===== src/rtl/pc_pkg.sv =====
// Shared definitions for the program-counter sequencer: the internal operation
// encoding and the request priority encoder.
package pc_pkg;

  typedef enum logic [2:0] {
    OP_HOLD,
    OP_SEQ,
    OP_BRANCH,
    OP_JUMP,
    OP_CALL,
    OP_RET
  } pc_op_t;

  // Only an active step (step high, stall low) may act; ret outranks everything.
  function automatic pc_op_t encode_op(input logic step, input logic stall,
                                       input logic branch, input logic jump,
                                       input logic call, input logic ret);
    if (!step || stall) return OP_HOLD;
    if (ret)            return OP_RET;
    if (call)           return OP_CALL;
    if (jump)           return OP_JUMP;
    if (branch)         return OP_BRANCH;
    return OP_SEQ;
  endfunction

endpackage


===== src/rtl/ras_stack.sv =====
// Return-address LIFO built on a circular write pointer; a push while full
// silently overwrites the oldest entry.
module ras_stack #(
  parameter int DEPTH  = 4,
  parameter int DATA_W = 8
) (
  input  logic              clk,
  input  logic              reset,
  input  logic              push,
  input  logic              pop,
  input  logic [DATA_W-1:0] push_data,
  output logic [DATA_W-1:0] top_data,
  output logic              full,
  output logic              empty
);

  localparam int PTR_W = (DEPTH > 1) ? $clog2(DEPTH) : 1;
  localparam int CNT_W = $clog2(DEPTH + 1);

  logic [DATA_W-1:0] mem_q [DEPTH];
  logic [DATA_W-1:0] mem_d [DEPTH];
  logic [PTR_W-1:0]  ptr_q, ptr_d;
  logic [CNT_W-1:0]  count_q, count_d;
  logic [PTR_W-1:0]  ptr_inc, ptr_dec;

  // ptr_q always names the next free slot, so the top of stack sits just below it.
  assign ptr_inc  = (ptr_q == PTR_W'(DEPTH - 1)) ? '0 : ptr_q + PTR_W'(1);
  assign ptr_dec  = (ptr_q == '0) ? PTR_W'(DEPTH - 1) : ptr_q - PTR_W'(1);
  assign top_data = mem_q[ptr_dec];
  assign full     = (count_q == CNT_W'(DEPTH));
  assign empty    = (count_q == '0);

  always_comb begin
    mem_d   = mem_q;
    ptr_d   = ptr_q;
    count_d = count_q;
    if (push) begin
      mem_d[ptr_q] = push_data;
      ptr_d        = ptr_inc;
      if (!full) count_d = count_q + CNT_W'(1);
    end else if (pop && !empty) begin
      ptr_d   = ptr_dec;
      count_d = count_q - CNT_W'(1);
    end
  end

  always_ff @(posedge clk or posedge reset) begin
    if (reset) begin
      for (int i = 0; i < DEPTH; i++) mem_q[i] <= '0;
      ptr_q   <= '0;
      count_q <= '0;
    end else begin
      mem_q   <= mem_d;
      ptr_q   <= ptr_d;
      count_q <= count_d;
    end
  end

endmodule


===== src/rtl/pc_sequencer.sv =====
// Program-counter sequencer: advances the PC on qualified steps and handles
// relative branches, absolute jumps and call/return through a return-address stack.
module pc_sequencer
  import pc_pkg::*;
#(
  parameter int              ADDR_W    = 8,
  parameter int              RAS_DEPTH = 4,
  parameter logic [ADDR_W-1:0] RESET_PC = '0
) (
  input  logic              clk,
  input  logic              reset,
  input  logic              step,
  input  logic              stall,
  input  logic              branch,
  input  logic [ADDR_W-1:0] b_offset,
  input  logic              jump,
  input  logic              call,
  input  logic              ret,
  input  logic [ADDR_W-1:0] target,
  output logic [ADDR_W-1:0] pc,
  output logic              ras_empty,
  output logic              ras_full,
  output logic              ras_err
);

  pc_op_t            op;
  logic [ADDR_W-1:0] pc_q, pc_d;
  logic [ADDR_W-1:0] pc_plus1;
  logic [ADDR_W-1:0] ras_top;
  logic              ras_err_q, ras_err_d;
  logic              ras_push, ras_pop;

  ras_stack #(
    .DEPTH  (RAS_DEPTH),
    .DATA_W (ADDR_W)
  ) u_ras (
    .clk       (clk),
    .reset     (reset),
    .push      (ras_push),
    .pop       (ras_pop),
    .push_data (pc_plus1),
    .top_data  (ras_top),
    .full      (ras_full),
    .empty     (ras_empty)
  );

  assign pc_plus1 = pc_q + ADDR_W'(1);

  // Adding the raw offset bits modulo 2^ADDR_W is exactly a signed offset add.
  always_comb begin
    op        = encode_op(step, stall, branch, jump, call, ret);
    pc_d      = pc_q;
    ras_err_d = ras_err_q;
    ras_push  = 1'b0;
    ras_pop   = 1'b0;
    case (op)
      OP_SEQ:    pc_d = pc_plus1;
      OP_BRANCH: pc_d = pc_plus1 + b_offset;
      OP_JUMP:   pc_d = target;
      OP_CALL: begin
        ras_push = 1'b1;
        pc_d     = target;
        if (ras_full) ras_err_d = 1'b1;
      end
      OP_RET: begin
        if (ras_empty) begin
          pc_d      = pc_plus1;
          ras_err_d = 1'b1;
        end else begin
          ras_pop = 1'b1;
          pc_d    = ras_top;
        end
      end
      default: ;
    endcase
  end

  always_ff @(posedge clk or posedge reset) begin
    if (reset) begin
      pc_q      <= RESET_PC;
      ras_err_q <= 1'b0;
    end else begin
      pc_q      <= pc_d;
      ras_err_q <= ras_err_d;
    end
  end

  assign pc      = pc_q;
  assign ras_err = ras_err_q;

endmodule


===== config.mk =====
export PLATFORM = sky130hd
export DESIGN_NAME = pc_sequencer
export DESIGN_NICKNAME = d
export VERILOG_FILES = /design/src/rtl/pc_pkg.sv /design/src/rtl/ras_stack.sv /design/src/rtl/pc_sequencer.sv
export SDC_FILE = /design/constraint.sdc
export NUM_CORES = 1
export LEC_CHECK = 0
export BUFFER_PORTS_ARGS = -buffer_cell sky130_fd_sc_hd__buf_2
export CAP_MARGIN = 30
export CORE_UTILIZATION = 50
export CTS_BUF_LIST = sky130_fd_sc_hd__clkbuf_2 sky130_fd_sc_hd__clkbuf_4 sky130_fd_sc_hd__clkbuf_8
export CTS_CLUSTER_DIAMETER = 30
export DETAILED_ROUTE_END_ITERATION = 6
export PLACE_DENSITY_LB_ADDON = 0.2
export SYNTH_ARGS = -nofsm -noshare
export SYNTH_HDL_FRONTEND = slang
export SYNTH_HIERARCHICAL = 1
export SYNTH_SLANG_ARGS = --single-unit

===== constraint.sdc =====
create_clock -name clk -period 2.67 [get_ports clk]
set_input_delay 0.267 -clock clk [delete_from_list [all_inputs] [get_ports clk]]
set_output_delay 0.267 -clock clk [all_outputs]
set_load 0.05 [all_outputs]

---- Word-level counts from Yosys, hierarchy flattened ----
Cells that the tools add are included.
word-level totals
  bits in registers ....................... 46
  bits in latches ......................... 0
  memory bits (writable) .................. 0
  bits in read-only memories .............. 0
  bits of input ports ..................... 24
  memories ................................ 0
cells by class
  $add $sub $neg .......................... 6
  multipliers ............................. 0
  div/mod/pow operators ................... 0
  $lt $le $gt $ge ......................... 3
  equality and inequality tests ........... 10
  shift-type cells ........................ 0
  multiplexer cells ....................... 46
  bitwise operators ....................... 2
  reductions and logical operators ........ 13
operators by type and width
  cell                   count
  $mux W3                13
  $bwmux W32             1
  $mux W8                4
  $pmux W8 S4            1
  $mux W1                20
  $bmux W8 S2            1
  $demux W8 S2           1
  $eq A3 B3 Y1 const B   3
  $add A8 B1 Y8 const B  1
  $add A8 B8 Y8          1
  $mux W2                4
  $eq A3 B2 Y1 const B   2
  $ge A3 B3 Y1 const B   2
  $not A2 Y3             2
  $ne A2 B2 Y1 const B   2
  $reduce_bool A2 Y1     2
  $reduce_bool A4 Y1     1
  $add A3 B1 Y3 const B  1
  $eq A3 B1 Y1 const B   1
  $logic_not A3 Y1       1
  $lt A3 B1 Y1 const B   1
  $reduce_and A3 Y1      1
  $sub A3 B1 Y3 const B  1
  $add A2 B1 Y2 const B  1
  10 further kinds       12

---- Depth between registers and ports, before layout ----
Gate-level depths: netlist (run 1).
  depth in word-level cells ............... 23
  depth in mapped cells ................... 12
  depth with buffers taken out ............ 10

---- Cells and area by module ----
The synthesis (run 1) kept the hierarchy.
modules (own cells, without submodules)
  module        instances  cells an instance  area an instance (um^2)  sequential area each (um^2)
  ras_stack     1          153                1865.5                   925.9
  pc_sequencer  1          131                1034.7                   225.2

---- Worst setup path before layout (run 1) ----
Ideal clock, no wire load.
  path kind ............................... flip-flop to flip-flop
  start point ............................. register u_ras.count_q[0]
  end point ............................... register pc_q[2] (netlist: pc[2])
  setup time .............................. 0.120 ns
  data arrival time ....................... 2.680 ns
  data required time ...................... 2.550 ns
  setup slack ............................. -0.130 ns
  cell stages (with the launch flop) ...... 6
  path buffers ............................ 0
  clock period less this slack ............ 2.800 ns
  cell sequence ........................... dfrtp_1 nor3_1 nor3b_1 a222oi_1 o21ai_0 a31o_2
between the ends
  longest elaborated chain between the ends .. 3
RTL lines
  item                    line                text
  start, declared         ras_stack.sv:23     logic [CNT_W-1:0] count_q, count_d;
  start signal, assigned  ras_stack.sv:55     count_q <= count_d;
  $logic_not A3 Y1        ras_stack.sv:31     assign empty = (count_q == '0);
  via ras_empty           pc_sequencer.sv:21  output logic ras_empty,
  $mux W8                 pc_sequencer.sv:66  if (ras_empty) begin
  $pmux W8 S4             pc_sequencer.sv:56  case (op)
  end signal, assigned    pc_sequencer.sv:83  pc_q <= pc_d;
  end, declared           pc_sequencer.sv:27  logic [ADDR_W-1:0] pc_q, pc_d;
The timed path passes the listed nets, and every way through them passes these cells.
A chain may end at the register's enable or synchronous reset.

---- Worst setup path in the final report (run 1) ----
  start point ............................. register pc_q[1] (netlist: pc[1])
  end point ............................... register pc_q[6] (netlist: pc[6])
between the ends
  longest elaborated chain between the ends .. 3
RTL lines
  item             line                text
  $add A8 B1 Y8    pc_sequencer.sv:47  assign pc_plus1 = pc_q + ADDR_W'(1);
  via pc_plus1[4]  pc_sequencer.sv:28  logic [ADDR_W-1:0] pc_plus1;
  $add A8 B8 Y8    pc_sequencer.sv:58  OP_BRANCH: pc_d = pc_plus1 + b_offset;
  $pmux W8 S4      pc_sequencer.sv:56
The timed path passes the listed nets, and every way through them passes these cells.

==> results of run 1 <==
cell type report:
class                   instances  area share
clock buffers                   5      0.0207
repair buffers                 45      0.0769
flip-flops and latches         46       0.348
clock inverters                 3      0.0143
multi-input cells             215       0.500
well taps                      72      0.0271
inverters                      12      0.0136
worst max-delay path: stages, from the launching register on:
cell	delay, ns
dfrtp_2	0.45
ha_1	0.25
nand3_1	0.14
xor2_2	0.20
inv_1	0.13
ha_1	0.34
o21a_1	0.12
o31a_1	0.11
o21a_1	0.18
or3_1	0.30
a31o_2	0.23
kinds of logic after synthesis:
group	after synthesis	synth area share
AOI/OAI and AO/OA	71	0.176
xor gates and xnor gates	10	0.0349
adders and majority gates	14	0.0656
buffers and inverters	23	0.0423
DFF	46	0.397
muxes	34	0.135
and+or+nand+nor	86	0.149
layout by cell type (no fill, tap or decap), drive strengths merged, types with 7 or more instances in the layout:
cell type  instances
dfrtp             46
buf               44
a31oi              8
a211oi            13
ha                12
mux2              32
inv               14
a21oi              7
nor2              18
o21ai             14
nand2             33
how the worst max path moves through the flow:
stage / startpoint / to / slack, ns / depth (start not counted)
finish: pc[1] / pc[6] / 0.11 / 10
floorplan: pc[0] / pc[6] / 0.09 / 8
global placement: pc[1] / pc[6] / 0.10 / 8
global route: pc[1] / pc[6] / 0.004 / 8
detailed placement: pc[1] / pc[6] / 0.03 / 8
CTS: pc[1] / pc[6] / 0.01 / 8
synthesized netlist by cell type, drive strengths merged (4+ instances only):
cell	n
inv	12
nor3	6
clkbuf	4
dfrtp	46
nand3	5
a31oi	8
ha	12
and2b	4
xnor2	4
a21oi	7
nand2b	4
nor2b	6
o21ai	14
nand2	33
a211oi	13
xor2	5
buf	7
mux2	32
nor2	18
routing by layer:
layer,vias to the layer above,global-route usage
met4,0,0.100
met2,76,0.403
met1,1138,0.329
met3,16,0.0384
li1,1121,-
met5,-,0
report_power, final:
part / switching, mW / internal [mW]
clock: 0.261 / 0.286
combinational: 1.28 / 0.880
sequential: 0.242 / 1.00
total: 1.78 / 2.17
flip-flops by register name, indices dropped and copies added (netlist names):
| register | flops |
|---|---|
| u_ras/mem_q | 32 |
| pc | 8 |
| u_ras/count_q | 3 |
| u_ras/ptr_q | 2 |
| ras_err | 1 |
through the flow:
step                utilization  instance area [um2]  total power [mW]
global placement          0.572                 3170              3.32
detailed placement        0.572                 3170              3.38
CTS                       0.595                 3300              3.93
floorplan                     -                 2910              2.87
finish                    0.599                 3320              3.95
global route              0.599                 3320              4.25
what timing repair did:
item | 4_1_cts | 5_1_grt
hold buffers | 1 | 0
gates resized for setup | 0 | 5
endpoints found under the setup margin | 0 | 3
endpoints found under the hold margin | 9 | 0
==> impl_metrics.csv, run 1 <==
group,metric,value,unit
status,outcome,"complete, no violations",
sta,hold_ws,0.232,ns
power_and_ir_drop,vdd_drop_max,0.535,mV
synth,synth_flop_cell,"dfrtp_1",
placed_design,gp_congestion,0.859,
detailed_routing,drc_errors,0,
clocking,numClockSinks,46,
worst_setup_path,rr_worst_depth,10,
sta,slew_viol_final,0,
synth,netlist_area,2900,um2
sta,min_period,2.56,ns
global_routing,grt_antenna_before_repair,0,
synth,syn_avg_cell_area,10.2,um2
sta,worst_slack,0.115,ns
finish,syn_to_final_growth,14.5,%
finish,drive_above_1_share,0.301,
power_and_ir_drop,powerDensity,1190,nW/um2
detailed_routing,drt-met1-wl,3.04,mm
clocking,clock_latency,0.30,ns
die,start_util,0.523,
worst_setup_path,setup.worst_path.end_class,"flop",
hold_path,min_from,"target[1]",
hold_path,hp-class,"in -> reg",
synth,synth_area_leaders,"dfrtp_1 (40%), mux2_2 (9.7%), ha_1 (5.2%), nand2_1 (3.8%), a211oi_1 (3.4%)",
hold_path,worstHoldPathCells,3,
clocking,cts_buffer_depth,2,
detailed_routing,dr_wl_met2,3.21,mm
detailed_routing,post_drt_wl_per_cell,16.9,um
worst_setup_path,crit_arrival,2.76,ns
finish,nFillCells,488,
sta,slew_headroom,0.537,
sta,worst_pin_slew,0.689,ns
sta,hold_viol,0,
sta,rsz0062_at_grt,"no",
synth,synth_edf_count,0,
die,dieArea,6110,um2
detailed_routing,ant_nets,0,
detailed_routing,drt_iter0_markers,131,
detailed_routing,viasPerCell,5.91,
clocking,cts_root_buf,"clkbuf_8",
global_routing,grt_overflow,0,
synth,synth_nets,322,
worst_setup_path,required,2.88,ns
sta,fmax,0.391,GHz
synth,synth_top_cell_area_share,0.397,
worst_setup_path,worstSetupStartpointType,"flop",
detailed_routing,dr_wl_met3,332,um
clocking,cts_buffers,5,
hold_path,holdPathEnd,"pc[1]",
die,core_area,5540,um2
clocking,path_clk_slew,0.10,ns
global_routing,grt_pass1_vias,2332,
flow_run,cap_violations,0,
finish,multiInputGateArea,1660,um2
worst_setup_path,r2r-end,"pc[6]",
sta,tns,0,ns
synth,yosys_warnings,6,
sta,setup-violations-final,0,
finish,layout.nets,363,
placed_design,dp_worst_setup_slack,0.0259,ns
synth,syn_inst,284,
placed_design,portBuffers,34,
synth,async_flop_share,1.00,
worst_setup_path,rrSetupSlack,0.11,ns
sta,fin_worst_skew,0.0127,ns
worst_setup_path,reg2reg_from,"pc[1]",
die,fp.dieW,78.2,um
sta,fin_crit_sh,0.957,
worst_setup_path,cp_max_fo,5,
global_routing,grt_usage,0.247,
detailed_routing,wl,6.74,mm
placed_design,dpl.cell_count,389,
power_and_ir_drop,leakagePower,1.49,nW
clocking,postCtsSetupRepairBufs,0,
finish,regArea,1150,um2
die,io_pins,35,
die,rows,27,
detailed_routing,vias,2351,
clocking,cts_tree,"yes",
synth,synth_seq_cells,46,
detailed_routing,top_layer,"met4",
worst_setup_path,path_class,"reg -> reg",
synth,seq_area_frac_synth,0.397,
detailed_routing,firstDrtPassIters,4,
global_routing,grt_max_degree,24,
synth,yosysTopAreaCell,"dfrtp_1",
synth,synth_cell_types,58,
finish,antennaDiodeCount,0,
finish,stdcell_count,398,
clocking,h-tree-depth,2,
global_routing,grt_first_pass_wirelength,11.5,mm
die,die_h,78.2,um
placed_design,dp_hpwl,5.12,mm
No activity file was read; power rests on OpenSTA's default activity.
==> inputs of run 2 (changes only) <==
- PLACE_DENSITY: not set -> 0.7
- PLACE_DENSITY_LB_ADDON: 0.2 -> not set
==> run 2 against run 1 <==
Count of clock-buffer cells in the layout is the same. Highest routed layer unchanged. Utilization is 0.45 points higher. Flip-flop and latch count unchanged. Via count decreased by 1.4%.
==> impl_metrics.csv, run 2 (synthesis gave the netlist of run 1 again) <==
group,metric,value,unit
power_and_ir_drop,vdd_drop_max,0.629,mV
finish,layout.nets,366,
sta,hold_ws,0.254,ns
placed_design,portBuffers,34,
sta,fmax,0.397,GHz
placed_design,dp_hpwl,5.31,mm
detailed_routing,viasPerCell,5.78,
power_and_ir_drop,fin_total_pwr,4.01,mW
sta,setup-violations-final,0,
global_routing,grt_first_pass_wirelength,11.7,mm
clocking,cts_buffers,5,
finish,syn_to_final_growth,15.4,%
global_routing,grt_antenna_before_repair,0,
worst_setup_path,path_buf_inv,1,
worst_setup_path,worstSetupStartpointType,"flop",
die,die_h,78.2,um
die,fp.dieW,78.2,um
sta,worst_pin_slew,0.950,ns
detailed_routing,firstDrtPassIters,4,
clocking,path_clk_slew,0.09,ns
global_routing,grt_usage,0.255,
detailed_routing,wl,7.24,mm
hold_path,worstHoldPathCells,3,
worst_setup_path,cp_cell_sequence,"nand3_1 > xor2_1 > inv_1 > ha_1 > o21a_1 > o31a_1 > o21a_1 > or3_1 > a31o_2",
placed_design,gp_congestion,0.903,
global_routing,grt_pass1_vias,2261,
finish,drive_above_1_share,0.313,
worst_setup_path,crit_arrival,2.72,ns
die,core_area,5540,um2
detailed_routing,drc_errors,0,
finish,antennaDiodeCount,0,
clocking,numClockSinks,46,
worst_setup_path,critPathSlowestCell,"dfrtp_2",
finish,fin_util,0.604,
clocking,h-tree-depth,2,
worst_setup_path,crit_top_cell,"o21a_1",
worst_setup_path,setup.worst_path.end_class,"flop",
finish,final_area,3350,um2
sta,min_period,2.52,ns
placed_design,place_area,3190,um2
clocking,clock_latency,0.30,ns
sta,rsz0062_at_grt,"no",
finish,mostFrequentLayoutCells,"dfrtp_1 (43), buf_2 (34), nand2_1 (29), mux2_2 (25), nor2_1 (17)",
finish,largest_reg_flops,32,
placed_design,dpl.cell_count,392,
finish,final_common_cell,"dfrtp_1",
sta,fin_worst_skew,0.00341,ns
placed_design,dp_worst_setup_slack,0.0941,ns
power_and_ir_drop,powerDensity,1200,nW/um2
status,outcome,"complete, no violations",
sta,slew_viol_final,0,
die,rows,27,
clocking,cts_buffer_depth,2,
detailed_routing,vias,2319,
worst_setup_path,crit_cells,9,
sta,fin_crit_sh,0.943,
detailed_routing,post_drt_wl_per_cell,18.0,um
detailed_routing,drt_iter0_markers,186,
finish,top_register,"u_ras/mem_q",
finish,stdcell_count,401,
worst_setup_path,path_class,"reg -> reg",
hold_path,hp-class,"in -> reg",
die,start_util,0.523,
detailed_routing,ant_nets,0,
sta,hold_viol,0,
die,dieArea,6110,um2
clocking,cts_root_buf,"clkbuf_8",
worst_setup_path,cp_max_fo,6,
sta,worst_slack,0.152,ns
global_routing,grt_overflow,0,
die,io_pins,35,
worst_setup_path,path_delay_family,"compound AO/OA/AOI/OAI gates",
worst_setup_path,required,2.87,ns
worst_setup_path,rr_worst_depth,9,
power_and_ir_drop,leakagePower,1.50,nW
sta,slew_headroom,0.366,
global_routing,grt_max_degree,24,
flow_run,cap_violations,0,
sta,tns,0,ns
worst_setup_path,max_stage_delay,0.46,ns
clocking,cts_tree,"yes",
==> run 2: cell types whose count changed in the layout (fill, tap and decap cells not counted), moves of 2 or more <==
cell       delta
a2111oi_0     -2
buf_4         +3
inv_6         -2
clkinv_2      +2
==> run 2: worst paths after layout <==
check                      startpoint         endpoint  slack [ns]
setup / recovery                pc[2]            pc[6]        0.15
hold / removal              target[1]            pc[1]        0.25
setup reg to reg                pc[2]            pc[6]        0.15
hold reg to reg               ras_err          ras_err        0.46
max in group asynchronous       reset  u_ras/mem_q[17]        1.25
min in group asynchronous       reset            pc[3]        0.51
==> run 2: report_power, final <==
group	leakage (nW)	switching (mW)	internal, mW
Clock	0.0579	0.246	0.276
Combinational	0.872	1.32	0.914
Sequential	0.569	0.251	1.00
==> run 2: layout make-up <==
| type | instances | area, um2 |
|---|---|---|
| Sequential cell | 46 | 1150 |
| Tap cell | 72 | 90.1 |
| Clock buffer | 5 | 68.8 |
| Fill cell | 500 | 2190 |
| Multi-Input combinational cell | 215 | 1670 |
| Clock inverter | 3 | 40.0 |
| Timing Repair Buffer | 48 | 278 |
| Inverter | 12 | 45.0 |
==> run 2: worst register-to-register path: cells and delay by family (launching register included) <==
family / cells / cell delay [ns]
compound gates: 4 / 0.70
flops: 1 / 0.46
simple gates: 2 / 0.41
fa+ha+maj: 1 / 0.36
xor+xnor: 1 / 0.27
buf+inv: 1 / 0.20
==> run 2: metal layers <==
metal,share of wire,track usage
met4,0.011,0.0741
met5,0,0
met1,0.47,0.359
met2,0.45,0.398
met3,0.059,0.0500
==> run 2: timing repair <==
| item | 4_1_cts | 5_1_grt |
|---|---|---|
| hold buffers | 1 | 0 |
| hold endpoints to repair | 9 | 0 |
| setup buffers | 0 | 0 |
| resized for setup | 0 | 8 |
| setup endpoints to repair | 0 | 4 |
